<file path="config.mk">
export PLATFORM = sky130hd
export DESIGN_NAME = ahb_master_arbiter
export DESIGN_NICKNAME = d
export VERILOG_FILES = /design/src/rtl/ahb_master_arbiter.sv
export SDC_FILE = /design/constraint.sdc
export NUM_CORES = 1
export LEC_CHECK = 0
export CORE_AREA = 3 3 121 123
export DETAILED_ROUTE_END_ITERATION = 12
export DIE_AREA = 0 0 124 126
export PLACE_DENSITY_LB_ADDON = 0.1
export REMOVE_ABC_BUFFERS = 1
export SYNTH_ARGS = -nofsm -noshare
export SYNTH_HDL_FRONTEND = slang
export SYNTH_SLANG_ARGS = --single-unit
</file>
<file path="constraint.sdc">
create_clock -name HCLK -period 3.4 [get_ports HCLK]
set_clock_uncertainty 0.05 [all_clocks]
set_input_delay 0.85 -clock HCLK [delete_from_list [all_inputs] [get_ports HCLK]]
set_output_delay 0.85 -clock HCLK [all_outputs]
set_load 0.01 [all_outputs]
</file>
<file path="src/rtl/ahb_master_arbiter.sv">
// ahb_master_arbiter: two-master AHB arbiter, M0 priority with a burst-count fairness cap for M1.
module ahb_master_arbiter #(
  parameter int MAX_M0_BURSTS = 4
) (
  input  logic        HCLK,
  input  logic        HRESET_N,
  input  logic [31:0] M0_HADDR,
  input  logic [2:0]  M0_HBURST,
  input  logic [1:0]  M0_HTRANS,
  input  logic        M0_HWRITE,
  input  logic [31:0] M0_HWDATA,
  output logic        M0_HREADY,
  output logic        M0_HRESP,
  output logic [31:0] M0_HRDATA,
  input  logic [31:0] M1_HADDR,
  input  logic [2:0]  M1_HBURST,
  input  logic [1:0]  M1_HTRANS,
  input  logic        M1_HWRITE,
  input  logic [31:0] M1_HWDATA,
  output logic        M1_HREADY,
  output logic        M1_HRESP,
  output logic [31:0] M1_HRDATA,
  output logic [31:0] HADDR,
  output logic [2:0]  HBURST,
  output logic [1:0]  HTRANS,
  output logic        HWRITE,
  output logic [31:0] HWDATA,
  input  logic [31:0] HRDATA,
  input  logic        HREADY,
  input  logic        HRESP,
  output logic [1:0]  GRANT
);
  localparam int CW = $clog2(MAX_M0_BURSTS + 1);
  typedef enum logic [1:0] {NONE, OWN0, OWN1} state_t;
  state_t state, state_nx, pick;
  logic [1:0] dp;
  logic [4:0] beat, len;
  logic incr;
  logic [CW-1:0] m0_cnt, m0_cnt_nx;
  logic m0_req, m1_req, acc, nonseq_acc, seq_acc, idle_acc, fixed_end, burst_end, rearb;
  assign m0_req = M0_HTRANS != 2'd0;
  assign m1_req = M1_HTRANS != 2'd0;
  assign GRANT  = {state == OWN1, state == OWN0};
  assign HADDR  = state == OWN0 ? M0_HADDR  : state == OWN1 ? M1_HADDR  : '0;
  assign HBURST = state == OWN0 ? M0_HBURST : state == OWN1 ? M1_HBURST : '0;
  assign HTRANS = state == OWN0 ? M0_HTRANS : state == OWN1 ? M1_HTRANS : '0;
  assign HWRITE = state == OWN0 ? M0_HWRITE : state == OWN1 && M1_HWRITE;
  assign HWDATA = dp[0] ? M0_HWDATA : dp[1] ? M1_HWDATA : '0;
  assign M0_HRDATA = HRDATA;
  assign M1_HRDATA = HRDATA;
  assign M0_HRESP  = dp[0] & HRESP;
  assign M1_HRESP  = dp[1] & HRESP;
  // Masters held off while waiting; forced ready during reset regardless of requests.
  assign M0_HREADY = !HRESET_N ? 1'b1 : (GRANT[0] || dp[0]) ? HREADY : !m0_req;
  assign M1_HREADY = !HRESET_N ? 1'b1 : (GRANT[1] || dp[1]) ? HREADY : !m1_req;
  // An ERROR response freezes burst tracking and arbitration until the owner goes IDLE.
  assign acc        = HREADY & ~HRESP;
  assign nonseq_acc = acc && HTRANS == 2'd2;
  assign seq_acc    = acc && HTRANS == 2'd3;
  assign idle_acc   = acc && HTRANS == 2'd0;
  assign len        = HBURST == 3'd1 ? 5'd0 : HBURST == 3'd0 ? 5'd1 : 5'd2 << HBURST[2:1];
  assign fixed_end  = (nonseq_acc && HBURST == 3'd0) || (seq_acc && !incr && beat == 5'd1);
  assign burst_end  = fixed_end || (idle_acc && incr);
  assign rearb      = state == NONE || fixed_end || idle_acc;
  assign m0_cnt_nx  = m0_cnt + CW'(state == OWN0 && burst_end && m1_req && m0_cnt < CW'(MAX_M0_BURSTS));
  always_comb begin
    pick = (!m0_req && !m1_req) ? NONE
         : (m1_req && (!m0_req || m0_cnt_nx >= CW'(MAX_M0_BURSTS))) ? OWN1 : OWN0;
    state_nx = rearb ? pick : state;
  end
  always_ff @(posedge HCLK or negedge HRESET_N) begin
    if (!HRESET_N) begin
      state  <= NONE;
      dp     <= 2'b00;
      beat   <= '0;
      incr   <= 1'b0;
      m0_cnt <= '0;
    end else begin
      state  <= state_nx;
      m0_cnt <= (state_nx == OWN1 || !m1_req) ? '0 : m0_cnt_nx;
      if (HREADY) dp <= HTRANS[1] ? GRANT : 2'b00;
      if (nonseq_acc) begin
        beat <= HBURST == 3'd1 ? 5'd0 : len - 5'd1;
        incr <= HBURST == 3'd1;
      end else if (seq_acc && !incr && beat != 5'd0) begin
        beat <= beat - 5'd1;
      end else if (idle_acc) begin
        beat <= '0;
        incr <= 1'b0;
      end
    end
  end
endmodule

</file>
==> results of run 1 <==
flip-flops by register name (all words and copies together) (netlist names):
signal  count
beat        5
m0_cnt      3
dp          2
state       2
incr        1
layer usage:
layer | vias to the layer above | GRT usage, %
met5 | - | 5.92
met4 | 2 | 2.26
met3 | 7 | 8.58
met2 | 204 | 22.4
met1 | 1232 | 14.6
li1 | 1235 | -
final timing paths:
path | start | to | cells past startpoint | slack, ps
max | M0_HBURST[2] | HBURST[2] | 4 | 240
min | incr | incr | 2 | 570
max reg2reg | state[1] | state[1] | 11 | 500
min reg2reg | incr | incr | 2 | 570
max in group asynchronous | HRESET_N | incr | 2 | 2040
min in group asynchronous | HRESET_N | dp[1] | 1 | 800
repair_timing:
item | 4_1_cts | 5_1_grt
buffers inserted | 0 | 0
hold endpoints to repair | 0 | 0
setup endpoints to repair | 2 | 2
gates resized for setup | 3 | 1
stage by stage:
| step | instance area [um^2] | TNS, ps | hold WS, ps | utilization (%) | power (mW) |
|---|---|---|---|---|---|
| after detailed placement | 4230 | -192 | 558 | 30.7 | 2.09 |
| final | 4310 | 0 | 570 | 31.3 | 2.28 |
| after CTS | 4310 | 0 | 566 | 31.3 | 2.32 |
| after floorplan | 1670 | -8500 | 490 | - | 1.11 |
| after global placement | 4230 | -44.4 | 548 | 30.7 | 2.10 |
| after global routing | 4310 | 0 | 609 | 31.3 | 2.47 |
worst register-to-register path: stages (launching register included):
cell	delay [ps]
dfrtp_1	440
nor2b_4	510
buf_4	280
o2bb2ai_2	220
nor3_2	60
o21ai_1	170
a2111oi_2	90
ha_1	200
ha_1	190
xnor2_1	170
a21oi_1	130
mux2_4	270
kinds of logic after synthesis:
logic type      share of synthesized area [%]
buf+inv                                  26.2
fa+ha+maj                                5.61
xor+xnor                                 1.57
mux                                      1.57
flops                                    14.6
simple gates                             11.1
compound gates                           39.3
final cells by class:
| type | count | share of cell area, % |
|---|---|---|
| tap | 180 | 5.23 |
| inverter | 7 | 0.726 |
| timing repair buffer | 236 | 53.8 |
| multi-input combinational | 161 | 30.9 |
| clock buffer | 4 | 1.83 |
| sequential | 13 | 7.55 |
power by group through the flow:
stage	logic, mW	registers, mW	clock network (mW)
after floorplan	0.850	0.257	0
after global placement	1.85	0.252	0
after detailed placement	1.84	0.250	0
after CTS	1.84	0.248	0.231
after global routing	1.98	0.256	0.239
final	1.81	0.247	0.228
layout by cell type, fill, tap and decap left out, types with 5 or more instances in the layout:
cell type,Yosys,layout
inv_1,5,5
a22o_1,65,65
nor2_1,8,8
o21ai_0,8,8
clkdlybuf4s50_1,0,217
nand2_1,10,10
ha_1,10,10
buf_4,65,17
dfrtp_1,13,13
==> run summary, run 1 <==
Min-Delay Path Class: reg2reg
# fillers: 1,455
Ys Warns: 0
Top routing layer in use: met5
HPWL after DPL: 9900 um
Final std cells w/o fill: 601
Port bufs: 219
Synth cell types: 50
First-pass GRT wire length: 16,000 um
Synth top area share: 25.5%
Fmax: 316 MHz
Final setup fails: 0
Number of vias per cell: 4.46
Critical path arrival: 2260 ps
Register area: 325 um^2
Status: finished clean
Final ANT Viol Nets: 0
Clk_lat worst skew: 240 ps
Max Buffers Root-to-Sink: 2
Die Width: 124 um
Mapped cell area: 0.00223 mm^2
Comb power frac: 79.2%
PnR worst setup slack: 240 ps
CTS H-tree depth: 1
Pre-CTS setup slack: -123 ps
Row count: 43
DRC Markers: 0
Sequential share of power: 10.9%
RSZ-0062 raised after global routing: no
Routed met3 length: 1920 um
Number of flops mapped to enable cells by yosys: 0
Area contributors post-synth: a22o_1 (26%), buf_4 (22%), dfrtp_1 (15%)
Wl on met1: 4210 um
CP bufs+invs: 3
Seq cells post-synth: 13
Switching Fraction: 39.6%
Area grow syn2layout: 93.2%
Crit path max-delay cell type: clkdlybuf4s50_1
Synth area leader: a22o_1
Slew HR: 65.8%
Largest net degree at the start of global routing: 44
CTS sink cnt: 13
GPL Wtd Cong: 0.752
Mapped Avg Cell Area: 8.51 um^2
Vias in the first global route: 2,545
Initial cell density of the core: 16.2%
Worst-Margin Slew: 512 ps
DR iter-0 viols: 41
Slowest stage delay, CP: 500 ps
Hold Fails Final Rpt: 0
Clock Power Share: 10.0%
GRT Overall Usage: 13.6%
Psw: 904 uW
Tmin final: 3160 ps
WS Path Type: in2out
Final number of max-transition violations: 0
CTS tree: yes
CP Capture Type: output pin
Power Density: 529 mW/mm^2
WL/cell: 19.5 um
Worst Path Required: 2500 ps
Crit start category: input port
Synth cell count leaders: a22o_1 (65), buf_4 (65), clkbuf_1 (13), dfrtp_1 (13)
Layout cell share with drive strength beyond 1: 9.50%
DR pass1 iterations: 4
Area of the core: 0.0138 mm^2
Most frequently used flop master after synthesis: dfrtp_1
GRT overflow: 0
Clk pin slew, worst setup/hold paths: 50 ps
Sequential fraction of the synthesis area: 14.6%
Final Cycle Share: 92.9%
Boundary Pins: 316
Mapped Cells: 262
Die Ht: 126 um
VDD IR-drop max: 0.246 mV
Top Family by Delay on Critical Path: buffers and inverters
Total area of multi-input combinational cells: 0.00133 mm^2
Asr flop ratio synth: 100%
Cell count after placement: 597
CTS root buffer: clkbuf_16
Final Routed Wirelength: 11,700 um
Initial antenna violation count: 0
Most common cell on crit path: clkdlybuf4s50_1
Via count: 2,680
Cell Chain, Critical Path: clkdlybuf4s50_1, a22oi_1, inv_1, clkdlybuf4s50_1
Num CTS Buffers: 3
Metal2 WL: 5450 um
# Max-Cap Violations: 0
Int Power: 1.38 mW
Die Area: 0.0156 mm^2
Final-stage net count: 608
CP max FO: 4
Cts hold-fix bufs: 0
ANT cells: 0
Lkg Pwr: 1.68 nW
Note: power is estimated with default switching activity, not from simulation.
==> run 2, diff against run 1 <==
--- a/config.mk
+++ b/config.mk
@@ -5,9 +5,9 @@
 export SDC_FILE = /design/constraint.sdc
 export NUM_CORES = 1
 export LEC_CHECK = 0
-export CORE_AREA = 3 3 121 123
+export CORE_AREA = 3 3 123 125
 export DETAILED_ROUTE_END_ITERATION = 12
-export DIE_AREA = 0 0 124 126
+export DIE_AREA = 0 0 126 128
 export PLACE_DENSITY_LB_ADDON = 0.1
 export REMOVE_ABC_BUFFERS = 1
 export SYNTH_ARGS = -nofsm -noshare
==> constraint.sdc (replaced) <==
create_clock -name HCLK -period 4 [get_ports HCLK]
set_clock_uncertainty 0.05 [all_clocks]
set_input_delay 1 -clock HCLK [delete_from_list [all_inputs] [get_ports HCLK]]
set_output_delay 1 -clock HCLK [all_outputs]
set_load 0.01 [all_outputs]
==> run summary, run 2 (synthesis results as in run 1) <==
Final Routed Wirelength: 11,800 um (+0.77%)
CTS tree: yes
Fmax: 261 MHz
Boundary Pins: 316 (unchanged)
Port bufs: 219 (unchanged)
Cell Chain, Critical Path: clkdlybuf4s50_1, or2_2, o311ai_0, clkdlybuf4s50_1
GRT overflow: 0 (unchanged)
Clk_lat worst skew: 240 ps (about the same)
Area of the core: 0.0140 mm^2 (+1.6%)
ANT cells: 0 (unchanged)
Largest net degree at the start of global routing: 44 (unchanged)
CTS root buffer: clkbuf_16
Commonest non-fill, non-tap cell in the layout: clkdlybuf4s50_1
HP Start: incr
Post-CTS Resized: 0 (-3)
Initial antenna violation count: 0 (unchanged)
Slew HR: 66.7% (+0.87 points)
Most flop-heavy register: beat
Max reg flops: 5 (unchanged)
Worst Path Required: 2950 ps (+450 ps)
Most frequent cells in the layout: clkdlybuf4s50_1 (219), a22o_1 (65), dfrtp_1 (13)
Initial cell density of the core: 15.9% (-0.25 points)
Psw: 772 uW (-15%)
Layout cell share with drive strength beyond 1: 8.19% (-1.3 points)
Comb power frac: 79.2% (about the same)
Hold path depth: 2 (unchanged)
Cts hold-fix bufs: 0 (unchanged)
Die Ht: 128 um (+1.6%)
CTS H-tree depth: 1 (unchanged)
Via count: 2,648 (-1.2%)
Final setup fails: 0 (unchanged)
Top Family by Delay on Critical Path: buffers and inverters
Regs by FF count: beat (5), m0_cnt (3)
Die Area: 0.0161 mm^2 (+3.2%)
Area grow syn2layout: 91.8%
Status: finished clean
Num CTS Buffers: 3 (unchanged)
VDD IR-drop max: 0.227 mV (-7.6%)
DR iter-0 viols: 126 (+210%)
Worst-Margin Slew: 500 ps (-12.0 ps)
Sequential share of power: 10.9% (about the same)
Clk pin slew, worst setup/hold paths: 40 ps (about the same)
Hold path endpoint: incr
RSZ-0062 raised after global routing: no
Final Cycle Share: 95.7%
# Max-Cap Violations: 0 (unchanged)
Final setup TNS: 0 ps (unchanged)
Hold Fails Final Rpt: 0 (unchanged)
DRC Markers: 0 (unchanged)
Power Density: 455 mW/mm^2 (-14%)
Vias in the first global route: 2,699 (+6.1%)
Post-route cell area: 0.00428 mm^2 (-0.76%)
Clock Power Share: 9.9% (about the same)
Area after DPL: 0.00420 mm^2 (-0.77%)
Number of vias per cell: 4.45 (-0.20%)
HPWL after DPL: 9770 um (-1.3%)
RR Endpoint: state[1]
Total area of multi-input combinational cells: 0.00133 mm^2 (unchanged)
CTS sink cnt: 13 (unchanged)
WL/cell: 19.9 um (+1.8%)
CP Capture Type: output pin
Die Width: 126 um (+1.6%)
Reg-to-Reg Start: state[1]
DR pass1 iterations: 4 (unchanged)
WS Path Type: in2out
Int Power: 1.17 mW (-15%)
Postcts setup bufs: 0 (unchanged)
Register area: 325 um^2 (unchanged)
First-pass GRT wire length: 16,800 um (+4.8%)
Hold WS: 558 ps (-11.7 ps)
Lkg Pwr: 1.65 nW (-1.6%)
Final ANT Viol Nets: 0 (unchanged)
Worst r2r path cells: 11 (unchanged)
CP max FO: 3 (-1)
# fillers: 1,496 (+2.8%)
Slowest stage delay, CP: 610 ps (+110 ps)
Final-stage net count: 602 (-0.99%)
GPL Wtd Cong: 0.783 (+4.2%)
Most common cell on crit path: clkdlybuf4s50_1
CP bufs+invs: 2 (-1)
R2R setup slack: 980 ps (+480 ps)
Final number of max-transition violations: 0 (unchanged)
Max Buffers Root-to-Sink: 2 (unchanged)
Switching Fraction: 39.7% (about the same)
Crit path max-delay cell type: clkdlybuf4s50_1
GRT Overall Usage: 13.4% (-0.23 points)
Tmin final: 3830 ps
Row count: 43 (unchanged)
Crit start category: input port
Min-Delay Path Class: reg2reg
Critical path arrival: 2780 ps (+520 ps)
-- run 2: cell types whose count changed in the layout (fill, tap and decap cells not counted), sizes merged --
| cell | delta |
|---|---|
| dlygate4sd2 | -2 |
| clkdlybuf4s50 | +2 |
| buf | -6 |
-- run 2: area by class of cell --
cell class                      count  area share (%)
Multi-Input combinational cell    161            31.1
Sequential cell                    13            7.61
Clock buffer                        4            1.84
Inverter                            7           0.673
Tap cell                          180            5.27
Timing Repair Buffer              230            53.5
-- run 2: worst min-delay path, cell delays in order (launching register included) --
cell,delay (ps)
dfrtp_1,400
inv_1,80
o22ai_1,80
-- run 2: worst max path at each step --
stage                            start        end  slack, ps  depth (start not counted)
after floorplan               state[0]   state[1]        -30                          9
after global placement    M0_HTRANS[1]  M0_HREADY        190                          4
after detailed placement  M0_HTRANS[1]  M0_HREADY        100                          4
after CTS                 M0_HTRANS[1]  M0_HREADY        100                          4
after global routing      M0_HTRANS[1]  M0_HREADY         50                          4
final                     M0_HTRANS[1]  M0_HREADY        170                          4
-- run 2: power by group through the flow --
stage	combinational, mW	sequential [mW]	clock [mW]
2_1_floorplan	0.722	0.218	0
3_3_place_gp	1.57	0.214	0
3_5_place_dp	1.56	0.214	0
4_1_cts	1.57	0.212	0.198
5_1_grt	1.68	0.219	0.203
6_report	1.54	0.212	0.193
-- run 2: layer usage --
metal	GRT usage, %	up-vias	part of all wire (%)
met1	15.5	1201	40
met4	2.78	0	0.69
met5	5.26	-	0
li1	-	1230	-
met3	8.63	4	15
met2	20.4	213	45
-- run 2: through the flow --
| stage | power, mW | cells | util [%] | setup slack [ps] |
|---|---|---|---|---|
| 3_5_place_dp | 1.78 | 591 | 30.0 | 95.8 |
| 2_1_floorplan | 0.941 | 181 | - | -26.1 |
| 5_1_grt | 2.10 | 595 | 30.6 | 47.6 |
| 3_3_place_gp | 1.79 | 591 | 30.0 | 192 |
| 6_report | 1.95 | 595 | 30.6 | 171 |
| 4_1_cts | 1.98 | 595 | 30.6 | 102 |
==> run 3, diff against run 2 <==
--- a/config.mk
+++ b/config.mk
@@ -10,6 +10,7 @@
 export DIE_AREA = 0 0 126 128
 export PLACE_DENSITY_LB_ADDON = 0.1
 export REMOVE_ABC_BUFFERS = 1
+export SKIP_CTS_REPAIR_TIMING = 1
 export SYNTH_ARGS = -nofsm -noshare
 export SYNTH_HDL_FRONTEND = slang
 export SYNTH_SLANG_ARGS = --single-unit
==> constraint.sdc (replaced) <==
create_clock -name HCLK -period 4 [get_ports HCLK]
set_clock_uncertainty 0.05 [all_clocks]
set_input_delay 1 -clock HCLK [delete_from_list [all_inputs] [get_ports HCLK]]
set_output_delay 1 -clock HCLK [all_outputs]
set_load 0.005 [all_outputs]
==> run summary, run 3 (synthesis results as in run 1) <==
Status: finished clean
Final setup TNS: 0 ps (unchanged)
Power Density: 433 mW/mm^2 (-4.8%)
Area grow syn2layout: 91.2%
# fillers: 1,506 (+0.67%)
Int Power: 1.17 mW (-0.66%)
Final ANT Viol Nets: 0 (unchanged)
Port bufs: 219 (unchanged)
Post-route cell area: 0.00426 mm^2 (-0.29%)
Register area: 325 um^2 (unchanged)
HP Start: incr
Metal2 WL: 5430 um (+2.5%)
Routed met3 length: 1770 um (+2.1%)
Hold path endpoint: incr
Fmax: 264 MHz (+1.3%)
Hold Fails Final Rpt: 0 (unchanged)
ANT cells: 0 (unchanged)
Lkg Pwr: 1.65 nW (-0.17%)
Tmin final: 3780 ps (-48.2 ps)
HPWL after DPL: 9810 um (+0.33%)
Most frequent cells in the layout: clkdlybuf4s50_1 (219), a22o_1 (65), dfrtp_1 (13)
DR iter-0 viols: 132 (+4.8%)
Layout cell share with drive strength beyond 1: 8.19% (unchanged)
Final Cycle Share: 94.5% (-1.2 points)
Hold path depth: 2 (unchanged)
Top Family by Delay on Critical Path: buffers and inverters
First-pass GRT wire length: 17,100 um (+1.8%)
Final Routed Wirelength: 12,000 um (+1.3%)
Reg-to-Reg Start: state[1]
Total area of multi-input combinational cells: 0.00133 mm^2 (unchanged)
Initial cell density of the core: 15.9% (unchanged)
Top routing layer in use: met4
Via count: 2,597 (-1.9%)
CP max FO: 3 (unchanged)
Most common cell on crit path: clkdlybuf4s50_1
Clk pin slew, worst setup/hold paths: 50 ps (about the same)
Number of cells on the critical path: 4 (unchanged)
Comb power frac: 78.0% (-1.2 points)
Critical path arrival: 2730 ps (-50 ps)
CTS H-tree depth: 1 (unchanged)
Worst-Margin Slew: 494 ps (-6.13 ps)
GRT overflow: 0 (unchanged)
Max reg flops: 5 (unchanged)
CTS root buffer: clkbuf_16
RSZ-0062 raised after global routing: no
Pwr Total: 1.85 mW (-5.1%)
Wl on met1: 4720 um (+0.23%)
GRT Overall Usage: 13.5% (+0.16 points)
Worst r2r path cells: 11 (unchanged)
Sequential share of power: 11.5% (+0.6 points)
Regs by FF count: beat (5), m0_cnt (3)
Min-Delay Path Class: reg2reg
Boundary Pins: 316 (unchanged)
# Max-Cap Violations: 0 (unchanged)
WS Path Type: in2out
Row count: 43 (unchanged)
Slowest stage delay, CP: 590 ps (-20 ps)
Hold WS: 557 ps (-1.24 ps)
CTS sink cnt: 13 (unchanged)
Die Width: 126 um (unchanged)
Num CTS Buffers: 3 (unchanged)
Area after DPL: 0.00418 mm^2 (-0.30%)
Cell Chain, Critical Path: clkdlybuf4s50_1, or2_2, o311ai_0, clkdlybuf4s50_1
Largest net degree at the start of global routing: 44 (unchanged)
Commonest non-fill, non-tap cell in the layout: clkdlybuf4s50_1
Crit start category: input port
VDD IR-drop max: 0.230 mV (+1.3%)
CP bufs+invs: 2 (unchanged)
Area of the core: 0.0140 mm^2 (unchanged)
Switching Fraction: 36.8% (-2.8 points)
RR Endpoint: state[1]
Vias in the first global route: 2,696 (-0.11%)
Initial antenna violation count: 0 (unchanged)
Final Util: 30.5% (-0.089 points)
DRC Markers: 0 (unchanged)
CTS tree: yes
Clk_lat worst skew: 240 ps (about the same)
Clock Power Share: 10.5% (+0.6 points)
Final number of max-transition violations: 0 (unchanged)
CP Capture Type: output pin
Max Buffers Root-to-Sink: 2 (unchanged)
R2R setup slack: 970 ps (about the same)
Final setup fails: 0 (unchanged)
Die Area: 0.0161 mm^2 (unchanged)
DR pass1 iterations: 4 (unchanged)
Worst Path Required: 2950 ps (about the same)
GPL Wtd Cong: 0.787 (+0.55%)
Number of vias per cell: 4.36 (-1.9%)
Slew HR: 67.1% (+0.41 points)
Crit path max-delay cell type: clkdlybuf4s50_1
Most flop-heavy register: beat
Psw: 680 uW (-12%)
Final-stage net count: 602 (unchanged)
WL/cell: 20.1 um (+1.3%)
Die Ht: 128 um (unchanged)
-- run 3: cell counts in the layout (fill, tap and decap cells not counted) --
No cell type changed its count.
-- run 3: layout make-up --
class,count,share of cell area (%)
Timing Repair Buffer,230,53.4
Multi-Input combinational cell,161,31.2
Sequential cell,13,7.63
Tap cell,180,5.28
Clock buffer,4,1.85
Inverter,7,0.675
-- run 3: power by group through the flow --
stage          Combinational [mW]  Clock, mW  Sequential, mW
6_report                     1.44      0.193           0.212
5_1_grt                      1.57      0.205           0.218
4_1_cts                      1.47      0.199           0.213
3_5_place_dp                 1.46          0           0.214
3_3_place_gp                 1.47          0           0.214
2_1_floorplan               0.623          0           0.218
-- run 3: worst max path at each step --
stage                  from   endpoint  slack [ps]
2_1_floorplan      state[0]   state[1]          50
3_3_place_gp   M0_HTRANS[1]  M0_HREADY         200
3_5_place_dp   M0_HTRANS[1]  M0_HREADY         170
4_1_cts        M0_HTRANS[1]  M0_HREADY         170
5_1_grt        M0_HTRANS[1]  M0_HREADY          70
6_report       M0_HTRANS[1]  M0_HREADY         220
-- run 3: routing by layer --
layer  global-route usage [%]  vias up
met3                     8.46        2
met4                     2.15        0
met5                     5.26        -
met2                     21.4      208
li1                         -     1223
met1                     15.5     1164
-- run 3: worst register-to-register path, delay by kind of cell, from the launching register on --
| kind | cells | cell delay [ps] |
|---|---|---|
| buf+inv | 1 | 390 |
| simple gates | 2 | 450 |
| fa+ha+maj | 2 | 370 |
| flops | 1 | 440 |
| compound gates | 4 | 780 |
| xor+xnor | 1 | 170 |
| mux | 1 | 280 |
-- run 3: per-stage QoR --
| step | instances | worst slack, ps |
|---|---|---|
| finish | 595 | 219 |
| global route | 595 | 69.9 |
| CTS | 595 | 166 |
| detailed placement | 591 | 171 |
| global placement | 591 | 198 |
| floorplan | 181 | 45.9 |
